===== src/rtl/fd_fetch_ctrl.sv =====
// rtl/fd_fetch_ctrl.sv - FAST-9 candidate scanner feeding the pixel register file
module fd_fetch_ctrl #(
  parameter int IMG_W  = 64,
  parameter int IMG_H  = 64,
  parameter int ADDR_W = 12
) (
  input  logic              clock,
  input  logic              reset,
  input  logic              start,
  input  logic              dpAck,
  output logic [ADDR_W-1:0] sramAddr,
  output logic              sramRen,
  output logic [4:0]        regAddr,
  output logic              readen,
  output logic [7:0]        curX,
  output logic [7:0]        curY,
  output logic              busy,
  output logic              done
);

  typedef enum logic [2:0] {S_IDLE, S_FETCH, S_DRAIN, S_EVAL, S_DONE} state_t;

  localparam logic [ADDR_W-1:0] BASE0  = ADDR_W'(3 * IMG_W + 3);
  localparam logic [7:0]        X_LAST = 8'(IMG_W - 4);
  localparam logic [7:0]        Y_LAST = 8'(IMG_H - 4);

  state_t            r_state, w_next;
  logic [4:0]        r_k;
  logic [ADDR_W-1:0] r_base;
  logic [7:0]        r_x, r_y;
  logic [4:0]        r_reg_addr;

  logic              w_last_k, w_row_end, w_last_cand;
  int                w_off;
  logic [ADDR_W-1:0] w_addr;

  assign w_last_k    = (r_k == 5'd16);
  assign w_row_end   = (r_x == X_LAST);
  assign w_last_cand = w_row_end && (r_y == Y_LAST);

  // Circle offsets are elaboration-time constants; only an adder remains.
  always_comb begin
    w_off = 0;
    case (r_k)
      5'd1:    w_off = -3 * IMG_W;
      5'd2:    w_off = -3 * IMG_W + 1;
      5'd3:    w_off = -2 * IMG_W + 2;
      5'd4:    w_off = -IMG_W + 3;
      5'd5:    w_off = 3;
      5'd6:    w_off = IMG_W + 3;
      5'd7:    w_off = 2 * IMG_W + 2;
      5'd8:    w_off = 3 * IMG_W + 1;
      5'd9:    w_off = 3 * IMG_W;
      5'd10:   w_off = 3 * IMG_W - 1;
      5'd11:   w_off = 2 * IMG_W - 2;
      5'd12:   w_off = IMG_W - 3;
      5'd13:   w_off = -3;
      5'd14:   w_off = -IMG_W - 3;
      5'd15:   w_off = -2 * IMG_W - 2;
      5'd16:   w_off = -3 * IMG_W - 1;
      default: w_off = 0;
    endcase
  end

  assign w_addr = r_base + ADDR_W'(w_off);

  always_ff @(posedge clock or posedge reset) begin
    if (reset) r_state <= S_IDLE;
    else       r_state <= w_next;
  end

  always_comb begin
    w_next = r_state;
    case (r_state)
      S_IDLE:  if (start) w_next = S_FETCH;
      S_FETCH: if (w_last_k) w_next = S_DRAIN;
      S_DRAIN: w_next = S_EVAL;
      S_EVAL:  if (dpAck) w_next = w_last_cand ? S_DONE : S_FETCH;
      S_DONE:  w_next = S_IDLE;
      default: w_next = S_IDLE;
    endcase
  end

  always_ff @(posedge clock or posedge reset) begin
    if (reset) begin
      r_k        <= 5'd0;
      r_base     <= BASE0;
      r_x        <= 8'd3;
      r_y        <= 8'd3;
      r_reg_addr <= 5'd31;
    end else begin
      r_reg_addr <= (r_state == S_FETCH) ? r_k : 5'd31;
      case (r_state)
        S_IDLE: begin
          if (start) begin
            r_k    <= 5'd0;
            r_base <= BASE0;
            r_x    <= 8'd3;
            r_y    <= 8'd3;
          end
        end
        S_FETCH: r_k <= w_last_k ? 5'd0 : r_k + 5'd1;
        S_EVAL: begin
          // Row wrap skips the three right and three left border columns.
          if (dpAck && !w_last_cand) begin
            if (w_row_end) begin
              r_x    <= 8'd3;
              r_y    <= r_y + 8'd1;
              r_base <= r_base + ADDR_W'(7);
            end else begin
              r_x    <= r_x + 8'd1;
              r_base <= r_base + ADDR_W'(1);
            end
          end
        end
        default: ;
      endcase
    end
  end

  assign sramRen  = (r_state == S_FETCH);
  assign sramAddr = sramRen ? w_addr : '0;
  assign regAddr  = r_reg_addr;
  assign readen   = (r_state == S_EVAL);
  assign curX     = r_x;
  assign curY     = r_y;
  assign busy     = (r_state != S_IDLE);
  assign done     = (r_state == S_DONE);

endmodule


===== config.mk =====
export PLATFORM = sky130hd
export DESIGN_NAME = fd_fetch_ctrl
export DESIGN_NICKNAME = d
export VERILOG_FILES = /design/src/rtl/fd_fetch_ctrl.sv
export SDC_FILE = /design/constraint.sdc
export NUM_CORES = 1
export LEC_CHECK = 0
export CAP_MARGIN = 30
export CORE_MARGIN = 3
export CORE_UTILIZATION = 50
export CTS_CLUSTER_DIAMETER = 60
export DETAILED_ROUTE_END_ITERATION = 8
export PLACE_DENSITY = 0.8
export SETUP_SLACK_MARGIN = 0.4
export SLEW_MARGIN = 20
export SYNTH_ARGS = -nofsm -noshare
export SYNTH_HDL_FRONTEND = slang
export SYNTH_SLANG_ARGS = --single-unit

===== constraint.sdc =====
create_clock -name clock -period 3.65 [get_ports clock]
set_input_delay 1.095 -clock clock [delete_from_list [all_inputs] [get_ports clock]]
set_output_delay 1.095 -clock clock [all_outputs]
set_load 0.005 [all_outputs]

==> metrics.txt <==
final hold violation count=0; Final TNS setup=-2.762 ns; pin count of the biggest net entering global routing=42; CTS Buf Count=5; ant diodes=0; placed insts=511; die height=84.73 um; All-Layer GR Usage=24.37%; most frequent cells in the layout=62 x buf_4, 33 x nor2_1, 28 x nand2_1, 28 x clkdlybuf4s50_1, 26 x o21ai_0; Rows=28; Die ar.=7179 um^2; Post-CTS Hold Buffers=0; TritonCTS clock tree=built; first-pass GRT wire length=14430 um; WL/cell=15.56 um; sequential share of the synthesized area=33.63%; Area Growth Syn to Fin=39.48%; fill count=422; hold crit path type=flip-flop to flip-flop; Initial Util=52.04%; Final ANT Viol Nets=0; Max FO, Critical Path=6; Routed WL=8432 um; clk_lat worst skew=0.30 ns; number of synthesized register bits=41; Hold Path Stages=1; Worst-path clk slew=0.08 ns; vias in the first global route=3201; starting DRC count in detailed routing=173; crit path kind=flip-flop to primary output; Nets=496; Crit-path slowest cell=dfrtp_2; LEAKAGE=1.964 nW; outcome=finished, violations left; total core area=5956 um^2; r2r startpoint=curX[0]; RSZ-0062 raised after global routing=true; Sink Count=41; Final WS setup=-0.4562 ns; failing checks=setup timing; Die X=84.73 um; Critical Path End Type=primary output; Root Buffer=clkbuf_8; Register-to-Register Path Depth=10; Seq. cell area=1047 um^2; Max Root-Sink Buffers=2; period utilization=112.5%; cell area after synthesis=3099 um^2; PortBufs=40; R2R Path End=r_base[8]; GRT overflow=0; fin crit period=4.106 ns; final setup fails=10; Slew HR=46.89%; routability congestion estimate=0.8428; Gate Count Post-Synth=366; synthesized net count=396; Worst R2R Setup Slack=0.71 ns; Final Skew=0.008019 ns; Worst VDD drop=707.3 uV; commonest non-fill, non-tap cell in the layout=buf_4; EDFF count, synth=0; Max Cap Viol=0; Max Clk Rate=243.5 MHz; residual DRC count=0; fin cells=542; drt first pass iters=4; Startpoint Class=flip-flop; final hold slack=0.5093 ns; share of cells above drive strength 1=32.76%; Pwr Density=888.8 nW/um^2; Worst path max stage delay=0.47 ns; area taken by multi-input logic gates=2081 um^2; synth warn=0; syn avg cell area=8.468 um^2; async set-reset flop share out of synthesis=100.0%; post-DR vias/cell=5.839; Critical Path End=sramAddr[8]; Slew Viols, Final=0; initial antenna violation count=0; crit path DAT=3.01 ns; post-synth cell types=59; DP HPWL=5627 um; WP data required=2.55 ns; H-Tree Depth=2; Worst Tran Pin Value=0.7966 ns; Vias=3165; Worst Setup SP=r_k[1]; Primary FF master, synth=dfrtp_1; I/O pins=41; cell chain of the critical path=buf_4 -> ha_4 -> nor3_2 -> a21oi_2 -> a21oi_1 -> o21ai_1 -> ha_2 -> inv_2 -> fa_2 -> nand3b_1 -> a21oi_2 -> buf_4 -> o41ai_4 -> xor2_1 -> nor2_1 -> buf_2
-- stage by stage --
stage	area, um^2	util [%]	worst slack (ns)	power, mW
after CTS	4242	71.22	-0.3659	3.628
after global routing	4323	72.58	-0.5997	4.139
after detailed placement	3915	65.74	-0.4352	3.051
after global placement	3915	65.74	-0.3715	2.988
final	4323	72.58	-0.4562	3.842
after floorplan	3161	-	0.2147	1.875
-- registers in the layout, indices dropped and copies added, names as in the netlist --
name / flops
curY: 8
r_base: 12
regAddr: 5
r_k: 5
curX: 8
r_state: 3
-- worst max-delay path: cells and delay by family, from the launching register on --
family,cells,cell delay (ns)
AOI/OAI and AO/OA,5,0.58
xor gates and xnor gates,1,0.21
adders and majority gates,3,0.57
buffers and inverters,4,0.51
DFF,1,0.47
and+or+nand+nor,3,0.37
-- worst min-delay path by stage --
stage | startpoint | to | slack (ns)
after floorplan | r_base[2] | r_base[2] | 0.47
after CTS | curX[7] | curX[7] | 0.51
after detailed placement | curX[7] | curX[7] | 0.49
after global placement | curX[7] | curX[7] | 0.49
after global routing | curX[7] | curX[7] | 0.55
final | curX[7] | curX[7] | 0.51
-- timing repair --
item,4_1_cts,5_1_grt
buffers inserted,18,5
pin swaps,32,15
gates resized for setup,80,10
endpoints found under the setup margin,13,13
-- power breakdown --
| part | total [mW] | leakage, nW | internal (mW) | switching, mW |
|---|---|---|---|---|
| sequential | 0.687 | 0.512 | 0.575 | 0.112 |
| clock | 0.373 | 0.0552 | 0.203 | 0.169 |
| combinational | 2.78 | 1.40 | 1.52 | 1.26 |
| total | 3.84 | 1.96 | 2.30 | 1.54 |
-- cell usage after synthesis (2+ instances only) --
cell type / count / area share (%)
o21bai_1: 3 / 0.73
nor4_1: 5 / 1.0
dfrtp_1: 28 / 23
and2_1: 2 / 0.40
nand4_1: 4 / 0.81
fa_1: 2 / 1.3
inv_1: 26 / 3.1
dfstp_2: 13 / 11
and4_1: 2 / 0.57
o21a_1: 5 / 1.2
or2_2: 2 / 0.40
o211ai_1: 4 / 0.97
nand4bb_1: 2 / 0.73
a31oi_1: 2 / 0.40
a211oi_1: 3 / 0.73
clkbuf_1: 9 / 1.1
o31ai_1: 4 / 0.97
nor3b_1: 3 / 0.73
or4_1: 3 / 0.73
xor2_1: 4 / 1.1
buf_6: 2 / 0.73
a32o_1: 2 / 0.65
ha_1: 24 / 9.7
nor3_1: 7 / 1.1
a21o_1: 5 / 1.2
nand2b_1: 6 / 1.2
mux2i_1: 4 / 1.3
nor2_1: 35 / 4.2
or3_1: 3 / 0.61
and3_1: 4 / 0.81
o31a_1: 2 / 0.57
nand3_1: 13 / 2.1
nand2_1: 31 / 3.8
a21oi_1: 28 / 4.5
o21ai_0: 34 / 5.5
xnor2_1: 4 / 1.1
o41ai_1: 6 / 1.7
a22o_1: 3 / 0.85
nor2b_1: 4 / 0.81
buf_2: 4 / 0.65
-- area by class of cell --
| cell class | count | area share [%] |
|---|---|---|
| Sequential cell | 41 | 24.23 |
| Inverter | 26 | 2.315 |
| Clock buffer | 6 | 1.679 |
| Clock inverter | 2 | 0.8104 |
| Multi-Input combinational cell | 283 | 48.13 |
| Timing Repair Buffer | 109 | 20.67 |
| Tap cell | 75 | 2.171 |
-- metal layers --
layer | vias up | global-route usage [%] | wire (um)
li1 | 1523 | - | -
met1 | 1534 | 30.15 | 3533
met2 | 90 | 41.92 | 4345
met3 | 18 | 3.925 | 365
met4 | 0 | 10.36 | 188
met5 | - | 0 | 0
-- cell families (layout without fill, tap and decap cells) --
group	count (synthesis)	in the layout	synth area share [%]
AND/OR/NAND/NOR	134	134	22.81
AO/OA/AOI/OAI	111	111	23.17
buffers and inverters	42	143	5.854
flip-flops	41	41	33.63
adder cells (fa/ha/maj)	26	26	10.98
XOR/XNOR	8	8	2.261
multiplexers	4	4	1.292
No activity file was read; power rests on OpenSTA's default activity.
